[config.mk]
export PLATFORM = sky130hd
export DESIGN_NAME = mux_port_arbiter
export DESIGN_NICKNAME = d
export VERILOG_FILES = /design/src/rtl/mux_port_arbiter.sv
export SDC_FILE = /design/constraint.sdc
export NUM_CORES = 1
export LEC_CHECK = 0
export ABC_AREA = 1
export BUFFER_PORTS_ARGS = -buffer_cell sky130_fd_sc_hd__buf_2
export CELL_PAD_IN_SITES_DETAIL_PLACEMENT = 2
export CELL_PAD_IN_SITES_GLOBAL_PLACEMENT = 2
export CORE_ASPECT_RATIO = 2
export CORE_MARGIN = 10
export CORE_UTILIZATION = 20
export DETAILED_ROUTE_END_ITERATION = 8
export MAX_ROUTING_LAYER = met4
export PLACE_DENSITY_LB_ADDON = 0.05
export RECOVER_POWER = 100
export SLEW_MARGIN = 20
export SYNTH_ARGS = -nofsm -noshare
export SYNTH_HDL_FRONTEND = slang
export SYNTH_SLANG_ARGS = --single-unit
export TNS_END_PERCENT = 30
[constraint.sdc]
create_clock -name Clk -period 3.5 [get_ports Clk]
set_input_delay 0 -clock Clk [delete_from_list [all_inputs] [get_ports Clk]]
set_output_delay 0 -clock Clk [all_outputs]
set_load 0.005 [all_outputs]
[src/rtl/mux_port_arbiter.sv]
// rtl/mux_port_arbiter.sv - two-requester round-robin port arbiter with burst limit
// Drives the select of a 2:1 mux so producers A and B share one downstream write port.
module mux_port_arbiter #(
  parameter int WIDTH     = 32,
  parameter int MAX_BURST = 4,
  parameter int CNT_W     = 8
) (
  input  logic             Clk,
  input  logic             Rst_n,
  input  logic             ReqA,
  input  logic [WIDTH-1:0] DataA,
  input  logic             ReqB,
  input  logic [WIDTH-1:0] DataB,
  input  logic             OutReady,
  output logic             GrantA,
  output logic             GrantB,
  output logic             Sel,
  output logic             OutValid,
  output logic [WIDTH-1:0] OutData
);

  typedef enum logic [1:0] {
    S_IDLE  = 2'd0,
    S_OWN_A = 2'd1,
    S_OWN_B = 2'd2
  } state_t;

  localparam logic [CNT_W-1:0] LAST_BEAT = CNT_W'(MAX_BURST - 1);

  state_t           r_state;
  logic [CNT_W-1:0] r_cnt;
  logic             r_last_a;
  logic             r_sel;

  state_t           w_state_nxt;
  logic [CNT_W-1:0] w_cnt_nxt;
  logic             w_last_a_nxt;
  logic             w_sel_nxt;
  logic             w_beat;

  always_ff @(posedge Clk or negedge Rst_n) begin
    if (!Rst_n) begin
      r_state  <= S_IDLE;
      r_cnt    <= '0;
      r_last_a <= 1'b0;
      r_sel    <= 1'b0;
    end else begin
      r_state  <= w_state_nxt;
      r_cnt    <= w_cnt_nxt;
      r_last_a <= w_last_a_nxt;
      r_sel    <= w_sel_nxt;
    end
  end

  always_comb begin
    w_state_nxt  = r_state;
    w_cnt_nxt    = r_cnt;
    w_last_a_nxt = r_last_a;
    case (r_state)
      S_IDLE: begin
        if (ReqA && ReqB)
          w_state_nxt = r_last_a ? S_OWN_B : S_OWN_A;
        else if (ReqA)
          w_state_nxt = S_OWN_A;
        else if (ReqB)
          w_state_nxt = S_OWN_B;
      end
      S_OWN_A: begin
        if (!ReqA)
          w_state_nxt = ReqB ? S_OWN_B : S_IDLE;
        else if (w_beat) begin
          if (r_cnt == LAST_BEAT) begin
            w_cnt_nxt = '0;
            if (ReqB) w_state_nxt = S_OWN_B;
          end else begin
            w_cnt_nxt = r_cnt + CNT_W'(1);
          end
        end
      end
      S_OWN_B: begin
        if (!ReqB)
          w_state_nxt = ReqA ? S_OWN_A : S_IDLE;
        else if (w_beat) begin
          if (r_cnt == LAST_BEAT) begin
            w_cnt_nxt = '0;
            if (ReqA) w_state_nxt = S_OWN_A;
          end else begin
            w_cnt_nxt = r_cnt + CNT_W'(1);
          end
        end
      end
      default: w_state_nxt = S_IDLE;
    endcase

    // Leaving an owner state (to the other side or to IDLE) records who was last served.
    if (w_state_nxt != r_state) begin
      w_cnt_nxt = '0;
      if (r_state == S_OWN_A)
        w_last_a_nxt = 1'b1;
      else if (r_state == S_OWN_B)
        w_last_a_nxt = 1'b0;
    end

    if (w_state_nxt == S_OWN_A)
      w_sel_nxt = 1'b1;
    else if (w_state_nxt == S_OWN_B)
      w_sel_nxt = 1'b0;
    else
      w_sel_nxt = r_sel;
  end

  always_comb begin
    GrantA   = (r_state == S_OWN_A);
    GrantB   = (r_state == S_OWN_B);
    Sel      = r_sel;
    OutValid = (GrantA && ReqA) || (GrantB && ReqB);
    w_beat   = OutValid && OutReady;
    OutData  = r_sel ? DataA : DataB;
  end

endmodule
# [Yosys cells after proc, flatten, opt, wreduce, memory -nomap -nowiden]
# Cells that the tools add are included.
[classes] addsub=1 n_mux=25 eq_ne=8 n_reduce_logical=11
[ops] operator="two-way mux 8 bit" n=5
[ops] operator="two-way mux 32 bit" n=1
[ops] operator="two-way mux 2 bit" n=12
[ops] operator="case mux 8 bit (2 select lines)" n=1
[ops] operator="adder 8 x 1 -> 8 bit, second input constant" n=1
[ops] operator="equality test 8 x 2 -> 1 bit, second input constant" n=1
[ops] operator="!= test 3 x 2 -> 1 bit, second input constant" n=2
[ops] operator="case mux 2 bit (3 select lines)" n=1
[ops] operator="two-way mux 1 bit" n=5
[ops] operator="equality test 2 x 1 -> 1 bit, second input constant" n=2
[ops] operator="equality test 2 bit, second input constant" n=2
[ops] operator="logical AND 1 bit" n=4
[ops] operator="nonzero test 2 bit" n=2
[ops] operator="AND reduction 3 bit" n=1
[ops] operator="nonzero test 3 bit" n=1
[ops] operator="logical NOT 2 bit" n=1
[ops] operator="!= test 2 bit" n=1
[ops] operator="AND reduction 2 bit" n=1
[ops] operator="logical OR 1 bit" n=1
[word_totals] output_inout_bits=36 ff_bits=12 word_cells=49 input_bits=69

# [Longest topological paths before layout]
# Gate-level depths: netlist of the first run.
[logic_depth] word_depth=10 mapped_depth=16 mapped_depth_nobuf=16

# [Worst setup path before layout of the first run]
# No wires, ideal clock.
[synth_timing] path_kind="flip-flop to flip-flop" start="register r_state[1]" end="register r_sel (netlist: Sel)" required_time_ps=3375 stages_incl_launch_ff=14 synth_period_minus_slack_ps=2137 setup_ps=125 setup_slack_ps=1363 path_buffers=0 t_arrival_ps=2012 cell_sequence="dfrtp_1 inv_1 ha_1 nand2_2 a21oi_2 nand3_1 nand2_1 nand2_1 nand2_1 nand2_1 nand2_1 inv_1 ha_1 mux2_2"
[synth_via] elab_chain_cells=9 elab_cells_between_ends=22 classes_between="eq/ne: 4; mux: 12; reduce/logical: 6"
[synth_lines] element="start, declared" line="30" rtl="state_t r_state;"
[synth_lines] element="start signal, assigned" line="48" rtl="r_state <= w_state_nxt;"
[synth_lines] element="equality test 2 x 1 -> 1 bit (*)" line="113" rtl="GrantA = (r_state == S_OWN_A);"
[synth_lines] element="via GrantA" line="15" rtl="output logic GrantA,"
[synth_lines] element="logical AND 1 bit" line="116" rtl="OutValid = (GrantA && ReqA) || (GrantB && ReqB);"
[synth_lines] element="logical OR 1 bit" line="116"
[synth_lines] element="logical AND 1 bit" line="117" rtl="w_beat = OutValid && OutReady;"
[synth_lines] element="two-way mux 2 bit, on equally long branches" line="83, 71"
[synth_lines] element="two-way mux 2 bit, on equally long branches" line="81, 69"
[synth_lines] element="case mux 2 bit (3 select lines) (*)" line="59" rtl="case (r_state)"
[synth_lines] element="via w_state_nxt[0]" line="35" rtl="state_t w_state_nxt;"
[synth_lines] element="equality test 2 x 1 -> 1 bit / equality test 2 bit (equally long branches)" line="104, 106"
[synth_lines] element="two-way mux 1 bit / nonzero test 2 bit (equally long branches)"
[synth_lines] element="end signal, assigned" line="51" rtl="r_sel <= w_sel_nxt;"
[synth_lines] element="end, declared" line="33" rtl="logic r_sel;"
# Mark *: on every way through the listed nets, which the timed path passes. The rest lies on a longest branch.
# A chain may end at the register's enable or synchronous reset.

# [Worst setup path in the final report of the first run]
[layout_timing] start="register r_state[1]" end="register r_sel (netlist: Sel)"
[layout_via] elab_chain_cells=9 elab_cells_between_ends=22 classes_between="eq/ne: 4; mux: 12; reduce/logical: 6"
[layout_lines] element="equality test 2 x 1 -> 1 bit / equality test 2 bit (equally long branches)" line="59, 113, 114"
[layout_lines] element="logical AND 1 bit" line="116"
[layout_lines] element="logical OR 1 bit" line="116"
[layout_lines] element="logical AND 1 bit" line="117"
[layout_lines] element="two-way mux 2 bit, on equally long branches" line="83, 71"
[layout_lines] element="two-way mux 2 bit, on equally long branches" line="81, 69"
[layout_lines] element="case mux 2 bit (3 select lines) (*)" line="59"
[layout_lines] element="via w_state_nxt[0]" line="35"
[layout_lines] element="equality test 2 x 1 -> 1 bit / equality test 2 bit (equally long branches)" line="104, 106"
[layout_lines] element="two-way mux 1 bit / nonzero test 2 bit (equally long branches)"
# Marks and branches as above.

==> out/metrics.cfg, run 1 <==
[floorplan]
start_util_pct = 20.4
rows = 40
ios = 105
dieArea_sq_um = 9780
die_w_um = 75.1
core-area_sq_um = 5960
die_y_um = 130

[sta]
hold_viol_final = 0
min_period_ns = 2.55
rsz0062_at_grt = false
setup_viol = 0
worst_slew_pin_slew_ns = 1.72
setup_tns_ns = 0
period_share_pct = 72.9
fmax_ghz = 0.392
skew_ns = 0.00319
relSlewSlack_pct = -14.4
final-max-slew-violation-count = 35

[yosys]
synth-simple-area-share_pct = 25.5
synthAdderAreaFrac_pct = 6.18
ys_seq_area_share_pct = 24.7
synth-compound-area-share_pct = 5.46
synth_nets = 224
ys_ff_latch = 12
syn_inst = 149
ys_warn_count = 0
synth-edff-count = 0
ys.flop_type = dfrtp_1
muxShareOfSynthArea_pct = 30.6
synth_area_sq_um = 1210
synth_xor_area_share_pct = 2.16
synth_area_per_cell_sq_um = 8.15
ys_types = 23
synth_top_family_by_area = multiplexers
async_reset_ff_share_pct = 100

[detailed_routing]
routedWlPerCell_um = 18.3
viasPerCell = 4.73
routed-via-count = 1498
drc = 0
drtPass1Iterations = 2
ant_nets = 0
drt_iter0_markers = 35
drt_wl_total_um = 5790

[clock_network]
cts-buffers-inserted = 3
clock_sinks = 12
cts_htree_levels = 1
cts_tree = built
clockBufferDepth = 2
clk_latency_ns = 0.25
root_buffer = clkbuf_16
clkSlewWorstSetupHoldPaths_ns = 0.05

[setup_path]
critical-path-top-delay-family = simple AND/OR/NAND/NOR gates
cp_cell_sequence = inv_1 > ha_1 > nand2_1 > a21oi_1 > nand3_1 > nand2_1 > nand2_1 > nand2_1 > nand2_1 > nand2_1 > inv_1 > ha_1 > mux2_2
crit_top_cell = nand2_1
critical_path_buf_inv_count = 2
crit_arrival_ns = 2.68
critPathMaxStageDelay_ns = 0.44
cp-startpoint = r_state[1]$_DFF_PN0_
worstPathRequired_ns = 3.63
worstSetupPathType = reg2reg
r2r-start = r_state[1]$_DFF_PN0_
worstSetupEndpointType = register
reg2reg_slack_ns = 0.95
critPathLaunchType = register
cp_slowest_cell = dfrtp_1
critPathMaxFanout = 6

[power]
p_leak_uw = 0.000885
p_int_uw = 604
power_density_nw_per_um2 = 559
clockPowerShare_pct = 23.7
p_sw_share_pct = 40.9
pwr-share-comb_pct = 58.7
pwr-share-seq_pct = 17.6
peakVddDrop_v = 0.000174
p_sw_uw = 417

[run_status]
status = finished, violations left
violations = max-capacitance violations, max-slew violations

[placement]
place_hpwl_um = 5290
globalplace.congestion = 0.770
port_buffers = 104
dp.cells = 312

[global_routing]
grt_pass1_vias = 1788
grt_max_degree = 35
grt_overflow_total = 0
grt_pass1_wl_um = 8960
antenna_found_initial = 0
track_usage_pct = 12.7

[min_path]
hp-class = in2out
hold_start = DataA[8]

[finish]
area_delta_synth_final_pct = 50.5
layout.area.seq_sq_um = 300
drive_gt1_share_pct = 43.3
antenna_cells = 0
multi_input_area_sq_um = 823
final_util_pct = 30.7
fillers = 755
finalNetCount = 330
layoutNonFillerInstCount = 317

[run]
maxCapViolCount = 1

[metal layers]
layer,vias to the layer above,routed length [um],GRT usage [%]
met2,55,3390,23.7
li1,713,-,-
met1,725,2020,11.8
met4,0,73,4.04
met5,-,0,-
met3,5,307,3.57
[area by class of cell]
class	instances	share of cell area, %
Tap cell	63	4.31
Timing Repair Buffer	106	26.9
Clock buffer	4	4.86
Inverter	12	2.46
Multi-Input combinational cell	120	45.0
Sequential cell	12	16.4
[state kept, by name, summed over array words and instances (netlist names)]
register / cells
Sel: 1
r_state: 2
r_cnt: 8
r_last_a: 1
[cell families after synthesis]
kind of cell / Yosys count
and+or+nand+nor: 66
muxes: 33
buffers and inverters: 17
AOI/OAI and AO/OA: 12
DFF: 12
adders and majority gates: 6
xor gates and xnor gates: 3
[tightest hold or removal path: cells and delay by family]
family / cells / cell delay (ns)
buf+inv: 2 / 0.18
mux: 1 / 0.13
[final timing paths]
path / cells past startpoint / to
min in group asynchronous: 2 / r_cnt[0]$_DFFE_PN0P_
worst min-delay path: 3 / OutData[8]
worst max-delay path: 13 / Sel$_DFFE_PN0P_
worst max register to register: 13 / Sel$_DFFE_PN0P_
worst min register to register: 2 / r_last_a$_DFFE_PN0P_
max in group asynchronous: 2 / r_state[0]$_DFF_PN0_
[stage by stage]
stage | hold slack [ns] | power [uW] | setup slack [ns] | area [sq um]
2_1_floorplan | -0.296 | 587 | 1.36 | 1210
3_3_place_gp | -0.0797 | 850 | 1.16 | 1800
3_5_place_dp | -0.0814 | 853 | 1.08 | 1800
4_1_cts | 0.189 | 1100 | 1.03 | 1900
5_1_grt | 0.312 | 1130 | 0.647 | 1830
6_report | 0.304 | 1020 | 0.948 | 1830
[power by group through the flow]
stage               registers [uW]  clock network [uW]  logic (uW)
global route                   183                 259         685
detailed placement             182                   0         671
CTS                            180                 249         676
floorplan                      178                   0         410
finish                         180                 242         600
global placement               181                   0         669
[cell usage in the layout, fill, tap and decap left out, drive strengths merged]
cell type    Yosys  layout
a21oi            8       8
buf              1      70
clkbuf           4      39
dfrtp           12      12
dlygate4sd3      0       1
ha               6       6
inv             12      12
mux2            33      33
nand2           29      29
nand3           10      10
nand3b           2       2
nand4            2       2
nor2            19      19
nor3             4       4
o211ai           1       1
o21ai            3       3
xnor2            2       2
xor2             1       1
[what timing repair did]
| item | in CTS | in global routing |
|---|---|---|
| hold endpoints to repair | 12 | 0 |
| buffers inserted | 0 | 0 |
| resized for setup | 0 | 0 |
| hold buffers | 1 | 0 |
[synth_stat cells, types with 2 or more instances]
master / count / area (sq um)
nor3_2: 2 / 20.0
nor2_1: 18 / 67.6
nand4_1: 2 / 12.5
ha_1: 6 / 75.1
dfrtp_1: 12 / 300
nor3_1: 2 / 10.0
mux2_2: 33 / 372
o21ai_0: 3 / 15.0
nand2_2: 3 / 18.8
nand3_1: 9 / 45.0
xnor2_1: 2 / 17.5
a21oi_1: 7 / 35.0
clkbuf_1: 4 / 15.0
inv_1: 12 / 45.0
nand2_1: 25 / 93.8
nand3b_1: 2 / 15.0
Power figures use the tool's default switching activity.
==> run 2: changes to the inputs <==
--- a/config.mk
+++ b/config.mk
@@ -11,7 +11,7 @@
 export CELL_PAD_IN_SITES_GLOBAL_PLACEMENT = 2
 export CORE_ASPECT_RATIO = 2
 export CORE_MARGIN = 10
-export CORE_UTILIZATION = 20
+export CORE_UTILIZATION = 18
 export DETAILED_ROUTE_END_ITERATION = 8
 export MAX_ROUTING_LAYER = met4
 export PLACE_DENSITY_LB_ADDON = 0.05
==> constraint.sdc (replaced) <==
create_clock -name Clk -period 2.5 [get_ports Clk]
set_input_delay 0 -clock Clk [delete_from_list [all_inputs] [get_ports Clk]]
set_output_delay 0 -clock Clk [all_outputs]
set_load 0.005 [all_outputs]
==> run 2 against run 1 <==
Effect of this change:
- the run now ends clean
- die area rose by 8.7%
- global-route usage fell by 0.62 points
- setup slack got worse by 0.70 ns
- clock power rose by 39%
- sequential power rose by 39%
- hold slack got worse by 0.0058 ns
- power rose by 47%
- critical path type unchanged
- critical endpoint unchanged
==> out/metrics.cfg, run 2 (synthesis results as in run 1) <==
[sta]
min_period_ns = 2.25  ; -0.303 ns
rsz0062_at_grt = false
final-max-slew-violation-count = 0  ; -100%
fmax_ghz = 0.445  ; +13%
setup_tns_ns = 0  ; unchanged
hold_viol_final = 0  ; unchanged
skew_ns = 0.00537  ; +0.00218 ns
worst_slew_pin_slew_ns = 0.820  ; -0.897 ns
relSlewSlack_pct = 45.3  ; +60 points
setup_viol = 0  ; unchanged
whs_ns = 0.298  ; -0.00581 ns
period_share_pct = 89.9  ; +17 points

[detailed_routing]
routed.top_layer = met4
drt_iter0_markers = 36  ; +2.9%
ant_nets = 0  ; unchanged
drtPass1Iterations = 4  ; +2
drc = 0  ; unchanged
met1_length_um = 1850  ; -8.2%
viasPerCell = 4.27  ; -9.6%
routedWlPerCell_um = 18.7  ; +2.4%
routed-via-count = 1482  ; -1.1%
wl_met2_um = 4350  ; +28%
drt_wl_total_um = 6490  ; +12%
route.met3.wl_um = 214  ; -30%

[setup_path]
crit_arrival_ns = 2.38  ; -0.30 ns
crit_end = Sel$_DFFE_PN0P_
reg2reg_slack_ns = 0.25  ; -0.70 ns
rr_endpoint = Sel$_DFFE_PN0P_
worstSetupPathType = reg2reg
worstPathRequired_ns = 2.63  ; -1.00 ns
worstSetupEndpointType = register
reg2reg_depth = 13  ; unchanged
r2r-start = r_state[0]$_DFF_PN0_
critPathLaunchType = register
cp-startpoint = r_state[0]$_DFF_PN0_
critPathMaxFanout = 4  ; -2

[finish]
largest-register = r_cnt
largest_register_ffs = 8  ; unchanged
drive_gt1_share_pct = 47.9  ; +4.6 points
multi_input_area_sq_um = 837  ; +1.7%
finalNetCount = 335  ; +1.5%
layoutNonFillerInstCount = 347  ; +9.5%
layout_commonest_cell = buf_2
layout.area.seq_sq_um = 300  ; unchanged
antenna_cells = 0  ; unchanged
fillers = 858  ; +14%
reg_top3 = r_cnt x8, r_state x2
layout_common_cells = 74 x buf_2, 33 x mux2_2, 30 x clkbuf_1
area_delta_synth_final_pct = 57.8

[floorplan]
start_util_pct = 18.3  ; -2.1 points
ios = 105  ; unchanged
die_y_um = 136  ; +4.6%
dieArea_sq_um = 10600  ; +8.7%
die_w_um = 78.1  ; +4.0%
rows = 42  ; +5.0%
core-area_sq_um = 6620  ; +11%

[clock_network]
clk_latency_ns = 0.25  ; about the same
cts_htree_levels = 1  ; unchanged
cts_tree = built
cts-buffers-inserted = 3  ; unchanged
clock_sinks = 12  ; unchanged
root_buffer = clkbuf_16
clockBufferDepth = 2  ; unchanged
clkSlewWorstSetupHoldPaths_ns = 0.05  ; about the same

[global_routing]
grt_overflow_total = 0  ; unchanged
track_usage_pct = 12.1  ; -0.62 points
grt_pass1_wl_um = 9490  ; +5.8%
antenna_found_initial = 0  ; unchanged
grt_max_degree = 35  ; unchanged
grt_pass1_vias = 1734  ; -3.0%

[placement]
globalplace.congestion = 0.785  ; +2.0%
dp.cells = 340  ; +9.0%
port_buffers = 104  ; unchanged
place_hpwl_um = 5910  ; +12%

[min_path]
hold_start = DataB[7]
hp-class = in2out

[run_status]
status = complete, no violations

[power]
power_uw = 1510  ; +47%
p_leak_uw = 0.000928  ; +4.8%
power_density_nw_per_um2 = 785  ; +40%
peakVddDrop_v = 0.000302  ; +73%

[run]
maxCapViolCount = 0  ; -1

==> run 2: routing by layer <==
metal  GRT usage (%)  up-vias
met1            9.42      710
li1                -      722
met2            26.6       45
met3            1.59        5
met5               -        -
met4            3.01        0
==> run 2: critical path: stages, from the launching register on <==
cell and delay, ns:
dfrtp_1 0.41, inv_1 0.09, ha_2 0.21, nand2_1 0.11, a21oi_2 0.21, nand3_1 0.12
nand2_1 0.08, nand2_1 0.05, nand2_1 0.06, nand2_1 0.06, nand2_1 0.08, inv_1 0.05
ha_1 0.28, mux2_2 0.32
==> run 2: report_power, final <==
group | switching, uW | total [uW] | internal, uW
registers | 26.3 | 251 | 224
clock network | 93.8 | 336 | 242
logic | 491 | 918 | 427
total | 611 | 1510 | 894
==> run 2: what timing repair did <==
action	in CTS	in global routing
setup endpoints to repair	0	1
hold buffers	1	0
endpoints found under the hold margin	12	0
buffers inserted	0	2
resized for setup	0	2
==> run 2: worst min path at each step <==
| stage | endpoint | slack (ns) | cells past startpoint |
|---|---|---|---|
| final | OutData[7] | 0.30 | 3 |
| after global routing | OutData[21] | 0.31 | 3 |
| after CTS | r_cnt[2]$_DFFE_PN0P_ | 0.19 | 2 |
| after detailed placement | r_cnt[7]$_DFFE_PN0P_ | -0.08 | 1 |
| after global placement | r_cnt[7]$_DFFE_PN0P_ | -0.08 | 1 |
| after floorplan | Sel$_DFFE_PN0P_ | -0.30 | 0 |
==> run 2: through the flow <==
stage                     util (%)  area, sq um  setup slack, ns
after CTS                     29.5         1950            0.171
final                         28.9         1920            0.251
after detailed placement      28.0         1860            0.185
after global placement        28.0         1860            0.279
after global routing          28.9         1920          0.00590
after floorplan                  -         1210            0.363
==> run 2: layout make-up <==
| type | count | share of cell area [%] |
|---|---|---|
| Clock buffer | 4 | 4.63 |
| Multi-Input combinational cell | 120 | 43.7 |
| Tap cell | 88 | 5.74 |
| Sequential cell | 12 | 15.7 |
| Timing Repair Buffer | 111 | 27.9 |
| Inverter | 12 | 2.35 |
==> run 3: changes to the inputs <==
--- a/config.mk
+++ b/config.mk
@@ -6,7 +6,7 @@
 export NUM_CORES = 1
 export LEC_CHECK = 0
 export ABC_AREA = 1
-export BUFFER_PORTS_ARGS = -buffer_cell sky130_fd_sc_hd__buf_2
+export BUFFER_PORTS_ARGS = -buffer_cell sky130_fd_sc_hd__clkbuf_2
 export CELL_PAD_IN_SITES_DETAIL_PLACEMENT = 2
 export CELL_PAD_IN_SITES_GLOBAL_PLACEMENT = 2
 export CORE_ASPECT_RATIO = 2
==> run 3 against run 2 <==
Effect of this change:
- fmax barely moved
- critical path depth unchanged
- wire length decreased by 1.2%
- final cell count stayed put
- hold slack improved by 0.0055 ns
- sequential share of layout area up 0.072 points
- register-to-register slack hardly changed
- sequential power barely moved
- core utilization down 0.13 points
- flip-flop and latch count unchanged
- largest cell class unchanged
- highest routed layer unchanged
==> out/metrics.cfg, run 3 (synthesis results as in run 1) <==
[finish]
largest_register_ffs = 8  ; unchanged
area_delta_synth_final_pct = 57.1
reg_top3 = r_cnt x8, r_state x2
layout_commonest_cell = clkbuf_2
finalNetCount = 334  ; -0.30%
final_util_pct = 28.8  ; -0.13 points
layout_common_cells = 74 x clkbuf_2, 33 x mux2_2, 31 x clkbuf_1
drive_gt1_share_pct = 47.3  ; -0.59 points
layoutNonFillerInstCount = 347  ; unchanged
largest-register = r_cnt

[sta]
period_share_pct = 89.9  ; about the same
skew_ns = 0.00321  ; -0.00216 ns
fmax_ghz = 0.445  ; about the same
worst_slew_pin_slew_ns = 0.799  ; -0.0208 ns
final-max-slew-violation-count = 0  ; unchanged
relSlewSlack_pct = 46.7  ; +1.4 points
setup_viol = 0  ; unchanged
hold_viol_final = 0  ; unchanged
rsz0062_at_grt = false
setup_tns_ns = 0  ; unchanged
min_period_ns = 2.25  ; -0.000847 ns

[detailed_routing]
ant_nets = 0  ; unchanged
drtPass1Iterations = 4  ; unchanged
routedWlPerCell_um = 18.5  ; -1.2%
routed.top_layer = met4
route.met3.wl_um = 252  ; +18%
drt_iter0_markers = 28  ; -22%
routed-via-count = 1478  ; -0.27%
viasPerCell = 4.26  ; -0.27%
met1_length_um = 1770  ; -4.5%
wl_met2_um = 4220  ; -3.1%
drt_wl_total_um = 6410  ; -1.2%
drc = 0  ; unchanged

[setup_path]
worstPathRequired_ns = 2.62  ; about the same
cp_cell_sequence = inv_1 > ha_2 > nand2_1 > a21oi_2 > nand3_1 > nand2_1 > nand2_1 > nand2_1 > nand2_1 > nand2_1 > inv_1 > ha_1 > mux2_2
worstSetupEndpointType = register
cp_num_cells = 13  ; unchanged
critPathMaxStageDelay_ns = 0.42  ; about the same
crit_arrival_ns = 2.37  ; about the same
critPathLaunchType = register
critical-path-top-delay-family = simple AND/OR/NAND/NOR gates
cp_slowest_cell = dfrtp_1
reg2reg_depth = 13  ; unchanged
crit_top_cell = nand2_1
critical_path_buf_inv_count = 2  ; unchanged
critPathMaxFanout = 4  ; unchanged
worstSetupPathType = reg2reg

[clock_network]
cts_htree_levels = 1  ; unchanged
cts_tree = built
clkSlewWorstSetupHoldPaths_ns = 0.05  ; about the same
cts-buffers-inserted = 3  ; unchanged
clk_latency_ns = 0.24  ; about the same
clock_sinks = 12  ; unchanged
clockBufferDepth = 2  ; unchanged
root_buffer = clkbuf_16

[run_status]
status = complete, no violations

[floorplan]
dieArea_sq_um = 10600  ; unchanged
die_w_um = 78.1  ; unchanged
rows = 42  ; unchanged
die_y_um = 136  ; unchanged
ios = 105  ; unchanged
core-area_sq_um = 6620  ; unchanged
start_util_pct = 18.3  ; unchanged

[min_path]
hp-class = in2out
worst_hold_path.num_cells = 3  ; unchanged

[placement]
globalplace.congestion = 0.816  ; +4.0%
place_hpwl_um = 5910  ; +0.11%
dp.cells = 340  ; unchanged
port_buffers = 104  ; unchanged

[power]
p_leak_uw = 0.000928  ; about the same
peakVddDrop_v = 0.000279  ; -7.8%
power_density_nw_per_um2 = 778  ; -0.95%

[global_routing]
track_usage_pct = 12.0  ; -0.026 points
grt_overflow_total = 0  ; unchanged
grt_pass1_vias = 1747  ; +0.75%
antenna_found_initial = 1  ; +1
grt_max_degree = 35  ; unchanged
grt_pass1_wl_um = 9430  ; -0.58%

[run]
maxCapViolCount = 0  ; unchanged

[run 3: cell count changes in the layout (fill, tap and decap cells not counted)]
| cell | previous run | this run |
|---|---|---|
| buf_4 | 5 | 4 |
| nand3_1 | 9 | 10 |
| nand2_2 | 1 | 2 |
| nand2_1 | 27 | 26 |
| buf_2 | 74 | 0 |
| clkbuf_1 | 30 | 31 |
| clkbuf_2 | 1 | 74 |
| nand3_2 | 1 | 0 |
| diode_2 | 0 | 1 |
[run 3: final cells by class]
cell class	count	area, sq um
diodes	1	2.50
clock buffers	4	88.8
fillers	877	4710
inverters	12	45.0
multi-input cells	120	835
flip-flops and latches	12	300
well taps	88	110
repair buffers	110	527
[run 3: path summary, 6_finish.rpt]
kind,startpoint,endpoint,slack (ns)
worst max-delay path,r_state[0]$_DFF_PN0_,Sel$_DFFE_PN0P_,0.25
worst min-delay path,DataA[15],OutData[15],0.30
worst max register to register,r_state[0]$_DFF_PN0_,Sel$_DFFE_PN0P_,0.25
worst min register to register,r_last_a$_DFFE_PN0P_,r_last_a$_DFFE_PN0P_,0.49
max in group asynchronous,Rst_n,r_state[1]$_DFF_PN0_,1.67
min in group asynchronous,Rst_n,r_cnt[4]$_DFFE_PN0P_,0.35
[run 3: routing by layer]
metal / vias to the layer above / track usage (%)
li1: 721 / -
met1: 695 / 9.07
met2: 52 / 25.7
met3: 10 / 1.98
met4: 0 / 5.11
met5: - / -
[run 3: report_power, final]
group	leakage [uW]	switching (uW)	internal (uW)
registers	0.000163	29.8	224
clock network	0.0000442	88.7	242
logic	0.000721	488	411
total	0.000928	606	878
[run 3: what timing repair did]
action | 4_1_cts | 5_1_grt
resized for setup | 0 | 2
setup endpoints to repair | 0 | 1
hold buffers | 1 | 0
setup buffers | 0 | 1
hold endpoints to repair | 12 | 0
[run 3: metrics by stage]
stage | worst slack, ns | instance area (sq um) | hold slack, ns | total power, uW
global route | 0.0151 | 1910 | 0.313 | 1620
finish | 0.252 | 1910 | 0.303 | 1480
floorplan | 0.363 | 1210 | -0.296 | 822
CTS | 0.160 | 1950 | 0.210 | 1570
detailed placement | 0.180 | 1860 | -0.0751 | 1230
global placement | 0.280 | 1860 | -0.0723 | 1220
[run 3: worst reg2reg max path: stages, from the launching register on]
cell	delay, ns
dfrtp_1	0.42
inv_1	0.10
ha_2	0.21
nand2_1	0.11
a21oi_2	0.20
nand3_1	0.11
nand2_1	0.08
nand2_1	0.05
nand2_1	0.06
nand2_1	0.06
nand2_1	0.07
inv_1	0.06
ha_1	0.28
mux2_2	0.33
